$ cat src/rtl/mul_div_unit.sv
// -----------------------------------------------------------------------------
// mul_div_unit
//   Iterative unsigned multiply/divide execute unit. It takes its operands from
//   the register file read ports and drives the register file write port. Every
//   operation runs exactly XLEN iterations, one per cycle. The done pulse comes
//   XLEN+1 cycles after the start is accepted.
//
//   Ports
//     clk     : system clock, rising edge
//     reset   : asynchronous, active-low reset
//     start   : request a new operation (accepted in IDLE or DONE)
//     op      : 00 MUL, 01 MULHU, 10 DIVU, 11 REMU
//     src_a   : multiplicand / dividend
//     src_b   : multiplier / divisor
//     rd      : destination register index
//     flush   : abort the in-flight operation (wins over start)
//     busy    : high while an operation is iterating
//     done    : one-cycle result-valid pulse
//     result  : operation result, held until the next done
//     rd_out  : destination index of the last completed operation
//     wr_en   : register-file write strobe (done with a non-zero rd_out)
// -----------------------------------------------------------------------------
module mul_div_unit #(
   parameter int XLEN  = 32,
   parameter int CNT_W = 6
) (
   input  logic            clk,
   input  logic            reset,
   input  logic            start,
   input  logic [1:0]      op,
   input  logic [XLEN-1:0] src_a,
   input  logic [XLEN-1:0] src_b,
   input  logic [4:0]      rd,
   input  logic            flush,
   output logic            busy,
   output logic            done,
   output logic [XLEN-1:0] result,
   output logic [4:0]      rd_out,
   output logic            wr_en
);

   typedef enum logic [1:0] {ST_IDLE, ST_RUN, ST_DONE} state_t;

   state_t            state_reg, state_next;
   logic [1:0]        op_reg;
   logic [XLEN:0]     hi_reg;      // upper product half / partial remainder
   logic [XLEN-1:0]   lo_reg;      // lower product half / dividend-quotient
   logic [XLEN-1:0]   opnd_reg;    // multiplicand / divisor
   logic [CNT_W-1:0]  counter_reg;
   logic [4:0]        rd_reg;

   logic              accept;
   logic              last_iter;
   logic [XLEN:0]     mul_sum;
   logic [XLEN:0]     div_shift;
   logic [XLEN+1:0]   div_diff;
   logic              div_ok;
   logic [XLEN:0]     hi_step;
   logic [XLEN-1:0]   lo_step;
   logic [XLEN-1:0]   final_value;

   // A start is taken in IDLE and also in DONE, which allows back-to-back issue.
   assign accept    = (state_reg != ST_RUN) && start && !flush;
   assign last_iter = (counter_reg == CNT_W'(XLEN - 1));

   // One iteration of the datapath. For multiply, the multiplier sits in lo_reg
   // and shifts out LSB-first while the product grows into hi:lo. For divide,
   // the dividend shifts out MSB-first into the partial remainder, and the
   // quotient bits shift into lo_reg. A zero divisor always subtracts
   // successfully, so it yields all-ones / dividend without special handling.
   always_comb begin
      mul_sum   = hi_reg + (lo_reg[0] ? {1'b0, opnd_reg} : '0);
      div_shift = {hi_reg[XLEN-1:0], lo_reg[XLEN-1]};
      div_diff  = {1'b0, div_shift} - {2'b00, opnd_reg};
      div_ok    = !div_diff[XLEN+1];
      hi_step   = '0;
      lo_step   = '0;
      if (op_reg[1]) begin
         hi_step = div_ok ? div_diff[XLEN:0] : div_shift;
         lo_step = {lo_reg[XLEN-2:0], div_ok};
      end else begin
         hi_step = {1'b0, mul_sum[XLEN:1]};
         lo_step = {mul_sum[0], lo_reg[XLEN-1:1]};
      end
      // op[0] picks the high half (MULHU / REMU) or the low half (MUL / DIVU).
      final_value = op_reg[0] ? hi_step[XLEN-1:0] : lo_step;
   end

   // State register
   always_ff @(posedge clk or negedge reset) begin
      if (!reset) begin
         state_reg <= ST_IDLE;
      end else begin
         state_reg <= state_next;
      end
   end

   // Next-state logic
   always_comb begin
      state_next = state_reg;
      case (state_reg)
         ST_IDLE: state_next = accept ? ST_RUN : ST_IDLE;
         ST_RUN: begin
            if (flush) begin
               state_next = ST_IDLE;
            end else if (last_iter) begin
               state_next = ST_DONE;
            end
         end
         ST_DONE: state_next = accept ? ST_RUN : ST_IDLE;
         default: state_next = ST_IDLE;
      endcase
   end

   // Output logic
   always_comb begin
      busy  = (state_reg == ST_RUN);
      done  = (state_reg == ST_DONE);
      wr_en = (state_reg == ST_DONE) && (rd_out != 5'd0);
   end

   // Datapath registers. The result and rd_out load on the final iteration,
   // which is the same edge that enters DONE. A flush suppresses that load.
   always_ff @(posedge clk or negedge reset) begin
      if (!reset) begin
         op_reg      <= '0;
         hi_reg      <= '0;
         lo_reg      <= '0;
         opnd_reg    <= '0;
         counter_reg <= '0;
         rd_reg      <= '0;
         result      <= '0;
         rd_out      <= '0;
      end else if (accept) begin
         op_reg      <= op;
         hi_reg      <= '0;
         lo_reg      <= src_a;
         opnd_reg    <= src_b;
         counter_reg <= '0;
         rd_reg      <= rd;
      end else if (state_reg == ST_RUN && !flush) begin
         hi_reg      <= hi_step;
         lo_reg      <= lo_step;
         counter_reg <= counter_reg + CNT_W'(1);
         if (last_iter) begin
            result <= final_value;
            rd_out <= rd_reg;
         end
      end
   end

endmodule

$ cat config.mk
export PLATFORM = sky130hd
export DESIGN_NAME = mul_div_unit
export DESIGN_NICKNAME = d
export VERILOG_FILES = /design/src/rtl/mul_div_unit.sv
export SDC_FILE = /design/constraint.sdc
export NUM_CORES = 1
export LEC_CHECK = 0
export CAP_MARGIN = 10
export CELL_PAD_IN_SITES_DETAIL_PLACEMENT = 2
export CELL_PAD_IN_SITES_GLOBAL_PLACEMENT = 2
export CORE_MARGIN = 2
export CORE_UTILIZATION = 31
export CTS_CLUSTER_DIAMETER = 30
export CTS_CLUSTER_SIZE = 16
export DETAILED_ROUTE_END_ITERATION = 16
export GPL_ROUTABILITY_DRIVEN = 1
export PLACE_DENSITY = 0.75
export SYNTH_ARGS = -nofsm -noshare
export SYNTH_HDL_FRONTEND = slang
export SYNTH_SLANG_ARGS = --single-unit
$ cat constraint.sdc
create_clock -name clk -period 8.1 [get_ports clk]
set_clock_uncertainty 0.2 [all_clocks]
set_input_delay 1.62 -clock clk [delete_from_list [all_inputs] [get_ports clk]]
set_output_delay 1.62 -clock clk [all_outputs]
set_load 0.05 [all_outputs]
==> results of run 1 <==
-- worst reg2reg max path, delay by kind of cell (launching register included) --
family,cells,cell delay (ns)
AOI/OAI and AO/OA,8,2.09
DFF,1,1.00
adders and majority gates,2,0.55
and+or+nand+nor,2,0.45
xor gates and xnor gates,1,0.17
buffers and inverters,1,0.05
-- routing by layer --
layer,vias to the layer above,wire length [um]
met5,-,0
met4,0,554
met3,31,1410
met2,177,18200
met1,5067,19600
li1,4735,-
-- final cells by class --
class | instances | area [um2] | area share, %
inverter | 52 | 195 | 1.53
tap | 455 | 569 | 4.45
timing repair buffer | 126 | 1230 | 9.63
clock buffer | 17 | 425 | 3.32
clock inverter | 15 | 131 | 1.03
multi-input combinational | 1019 | 6510 | 50.9
sequential | 149 | 3730 | 29.1
-- cells by family after synthesis --
logic type / synth area share [%]
DFF: 34.8
AOI/OAI and AO/OA: 25.5
xor gates and xnor gates: 4.33
adders and majority gates: 7.96
muxes: 5.52
and+or+nand+nor: 17.2
buffers and inverters: 4.67
-- cell usage after synthesis (all sizes together), types with 2 or more instances --
master   number
nor4          5
o21a         14
a21boi        4
a221oi        3
o31ai         6
mux2         31
nor2b        11
o21ai       162
a21o         33
mux2i        22
o2111ai       3
buf          17
a31oi        22
dfrtp       149
or3           5
nand2       215
o22ai         3
and3          6
nand4         9
fa            2
o221ai        2
and2         42
a22oi        32
o211ai       16
ha           65
nor2         76
a211oi        7
clkbuf       55
a22o         21
xor2         19
nand3        15
a41o          2
nand2b       13
o21bai        4
or4           4
or2           2
a31o          3
a21oi        80
a41oi         2
a211o         5
xnor2        34
nor3          8
inv          52
-- how the worst max path moves through the flow --
| stage | from | end | slack (ns) | cells after the start |
|---|---|---|---|---|
| after floorplan | flush | result[26]$_DFFE_PN0P_ | 4.60 | 8 |
| after global placement | flush | result[29]$_DFFE_PN0P_ | 3.29 | 9 |
| after detailed placement | flush | result[29]$_DFFE_PN0P_ | 3.22 | 9 |
| after CTS | lo_reg[0]$_DFFE_PN0P_ | result[25]$_DFFE_PN0P_ | 3.44 | 14 |
| after global routing | lo_reg[0]$_DFFE_PN0P_ | result[25]$_DFFE_PN0P_ | 3.05 | 14 |
| final | lo_reg[0]$_DFFE_PN0P_ | result[25]$_DFFE_PN0P_ | 3.46 | 14 |
-- per-stage QoR --
stage	area [um2]	cells	setup slack [ns]	hold WS [ns]
floorplan	10700	1292	4.60	0.239
global placement	12200	1801	3.29	0.262
detailed placement	12200	1801	3.22	0.277
CTS	12800	1833	3.44	0.296
global route	12800	1833	3.05	0.326
finish	12800	1833	3.46	0.295
-- report_power, final --
group          switching, mW  internal (mW)
logic                  0.974          0.596
clock network          0.390          0.407
registers              0.134          0.849
total                   1.50           1.85
==> flow_metrics.tcl, run 1 <==
set metrics [dict create \
    synth_cell_type_count 72 \
    start_util_pct 31.3 \
    cpLargestDelayFamily "compound AO/OA/AOI/OAI gates" \
    yosysTopAreaCell "dfrtp_1" \
    tns_ns 0 \
    post_cts.repair.setup_buffers 0 \
    grt-busiest-layer "met2" \
    final_cell_mix "nand2_1, o21ai_0, dfrtp_1" \
    required_ns 8.21 \
    drtAntennaViolNets 0 \
    cts-root-buf "clkbuf_16" \
    h-tree-depth 4 \
    synth-edff-count 0 \
    clock_sinks 149 \
    met3_usage_pct 3.01 \
    slowest_stage "dfrtp_1" \
    wl_mm 39.7 \
    ir_drop_uv 145 \
    cp-end-kind "register" \
    synth_top_area_share_pct 34.8 \
    holdPathEnd "rd_out[1]$_DFFE_PN0P_" \
    cts_max_path_buffers 2 \
    dieArea_um2 36100 \
    cp_max_fo 34 \
    fin_crit_sh_pct 57.3 \
    worst_pin_slew_ns 1.11 \
    r2r_cells 14 \
    final_core_util_pct 37.3 \
    synthFlopType "dfrtp_1" \
    gp_congestion 0.807 \
    path_clk_slew_ns 0.07 \
    relSlewSlack_pct 25.9 \
    cts_tree "done" \
    p_per_area_nw_per_um2 262 \
    syn_inst 1292 \
    drt-pass1-iter-count 4 \
    hold_class "reg2reg" \
    setup_violations 0 \
    insertion_delay_ns 0.45 \
    grt_pass1_vias 10600 \
    cp_common_cell "a31oi_1" \
    drive_gt1_share_pct 6.89 \
    via_per_inst 5.46 \
    syn_area_per_cell_um2 8.30 \
    rsz0062_at_grt "false" \
    overflow 0 \
    fin_nets 1507 \
    largest_register_ffs 33 \
    grt_usage_pct 22.5 \
    reg2reg_from "lo_reg[0]$_DFFE_PN0P_" \
    synth-seq-cells 149 \
    worstPathCellList "and2_1 -> ha_1 -> inv_1 -> fa_1 -> nor2b_1 -> o21ai_0 -> o21ai_1 -> a41o_1 -> a31oi_2 -> o31ai_1 -> a31oi_1 -> xnor2_1 -> o211ai_1 -> a31oi_1" \
    grtUsageMet1_pct 31.8 \
    syn_nets 1434 \
    worstPathArrival_ns 4.75 \
    n_antenna_cell 0 \
    rrSetupSlack_ns 3.46 \
    period_needed_ns 4.64 \
    core_um2 34300 \
    num_vias 10000 \
    drcViolationCount 0 \
    start_kind "register" \
    dpl.hpwl_mm 29.6 \
    num-fill-cells 3819 \
    leakage_nw 5.74 \
    min_path_cells 2 \
    numCtsBuffers 17 \
    rows 68 \
    cts-resized-gates 0 \
    fp.dieH_um 190 \
    cap_violations 0 \
    max_stage_delay_ns 1.00 \
    antenna_found_initial 0 \
    hold_start "rd_reg[1]$_DFFE_PN0P_" \
    grt_max_degree 95 \
    die_w_um 190 \
    final_common_cell "nand2_1" \
    cts_hold_buf 0 \
    hold_viol_final 0 \
    grt_pass1_wl_mm 62.8 \
    max_freq_mhz 215 \
    port_buffers 114 \
    path_buf_inv 1 \
    drtIter0Drc 566 \
    globalRouteMet2Util_pct 36.1 \
    power_mw 3.35 \
    synthTopCellsByArea "dfrtp_1, ha_1, nand2_1" \
    critical_path_class "reg2reg" \
    synth_area_um2 10700 \
    routedWlPerCell_um 21.7 \
    outcome "finished, final reports clean" \
    r2r_end "result[25]$_DFFE_PN0P_" \
    ys_seq_area_share_pct 34.8 \
    maxSlewViolCount 0 \
    ys_warn_count 0 \
    ios 115 \
    area_growth_pct 19.3 \
    async_reset_ff_share_pct 100 \
]
(Power assumes the default switching activity.)
==> inputs of run 2 (changes only) <==
==> constraint.sdc (replaced) <==
create_clock -name clk -period 4.3 [get_ports clk]
set_clock_uncertainty 0.2 [all_clocks]
set_input_delay 0.86 -clock clk [delete_from_list [all_inputs] [get_ports clk]]
set_output_delay 0.86 -clock clk [all_outputs]
set_load 0.05 [all_outputs]
==> run 2 against run 1 <==
  * Clock-buffer cell count increased by 1
  * Sequential power increased by 87%
  * Cell count increased by 0.93%
  * Largest cell class unchanged
==> flow_metrics.tcl, run 2 (synthesis results as in run 1) <==
set metrics [dict create \
    num-fill-cells 3813 \
    leakage_nw 5.85 \
    rows 68 \
    numCtsBuffers 17 \
    cp_max_fo 14 \
    fp.dieH_um 190 \
    worstPathArrival_ns 4.20 \
    drive_gt1_share_pct 8.03 \
    wl_mm 42.3 \
    start_kind "register" \
    drt-pass1-iter-count 5 \
    required_ns 4.44 \
    cts-resized-gates 0 \
    power_mw 6.58 \
    area_growth_pct 21.3 \
    via_per_inst 5.53 \
    cp-end-kind "register" \
    period_needed_ns 4.05 \
    num_vias 10200 \
    cts-root-buf "clkbuf_16" \
    routedWlPerCell_um 22.9 \
    grt_pass1_wl_mm 67.2 \
    multiInputGateArea_um2 6510 \
    clock_sinks 149 \
    maxSlewViolCount 0 \
    worstPathCellList "ha_1 -> a21o_1 -> a21oi_1 -> a21oi_1 -> o21ai_0 -> nand3_2 -> a21oi_4 -> buf_4 -> a21oi_1 -> o21ai_0 -> o21ai_0 -> o21ai_0" \
    final_cell_mix "nand2_1, o21ai_0, dfrtp_1" \
    setup_violations 0 \
    drtIter0Drc 603 \
    cp_common_cell "o21ai_0" \
    fin_crit_sh_pct 94.3 \
    grt_max_degree 81 \
    tns_ns 0 \
    placed_cell_area_um2 12400 \
    start_util_pct 31.3 \
    core_um2 34300 \
    fin_nets 1524 \
    worst_pin_slew_ns 0.836 \
    grt_pass1_vias 11300 \
    fin_area_um2 13000 \
    cts_hold_buf 0 \
    h-tree-depth 4 \
    dpl.hpwl_mm 31.4 \
    cpLargestDelayFamily "compound AO/OA/AOI/OAI gates" \
    die_w_um 190 \
    slowest_stage "o21ai_0" \
    insertion_delay_ns 0.44 \
    max_freq_mhz 247 \
    largest_register_ffs 33 \
    overflow 0 \
    final_common_cell "nand2_1" \
    hold_viol_final 0 \
    post_cts.repair.setup_buffers 0 \
    rsz0062_at_grt "false" \
    n_antenna_cell 0 \
    antenna_found_initial 1 \
    cts_tree "done" \
    hold_class "in2async" \
    path_clk_slew_ns 0.07 \
    ios 115 \
    port_buffers 114 \
    grt_usage_pct 24.0 \
    drcViolationCount 0 \
    final_core_util_pct 37.9 \
    dieArea_um2 36100 \
    gp_congestion 0.830 \
    ff_latch_area_um2 3730 \
    outcome "finished, final reports clean" \
    path_buf_inv 1 \
    p_per_area_nw_per_um2 506 \
    whs_ns 0.240 \
    critical_path_class "reg2reg" \
    drtAntennaViolNets 0 \
    cap_violations 0 \
    ir_drop_uv 257 \
    relSlewSlack_pct 44.3 \
    max_stage_delay_ns 0.61 \
    cts_max_path_buffers 2 \
]
-- run 2: cell type report --
cell class                 instances  area share (%)
clock inverter                    14            1.44
inverter                          52            1.50
multi-input combinational       1019            50.1
sequential                       149            28.7
tap                              455            4.38
timing repair buffer             143            10.6
clock buffer                      18            3.38
-- run 2: routing by layer --
metal	track usage, %	vias to the layer above	share of wire (%)
met5	0	-	0
met4	6.98	0	2.2
met3	2.45	46	3.0
met2	38.9	199	46
met1	33.9	5230	49
li1	-	4758	-
-- run 2: worst paths after layout --
kind / start / slack [ns] / cells past startpoint / to
min: reset / 0.24 / 1 / result[10]$_DFFE_PN0P_
min reg2reg: result[1]$_DFFE_PN0P_ / 0.28 / 1 / result[1]$_DFFE_PN0P_
max: hi_reg[2]$_DFFE_PN0P_ / 0.25 / 12 / result[21]$_DFFE_PN0P_
min in group clk: result[1]$_DFFE_PN0P_ / 0.28 / 1 / result[1]$_DFFE_PN0P_
max in group asynchronous: reset / 2.73 / 2 / hi_reg[6]$_DFFE_PN0P_
max reg2reg: hi_reg[2]$_DFFE_PN0P_ / 0.25 / 12 / result[21]$_DFFE_PN0P_
-- run 2: report_power, final --
part / switching, mW / total (mW) / internal, mW
clock network: 0.724 / 1.67 / 0.950
registers: 0.241 / 1.84 / 1.60
logic: 1.88 / 3.06 / 1.18
-- run 2: per-stage QoR --
step / std cells / setup slack (ns)
after floorplan: 1292 / 1.07
after global placement: 1818 / 0.452
after detailed placement: 1818 / 0.277
after CTS: 1850 / 0.240
after global routing: 1850 / 0.0700
final: 1850 / 0.245
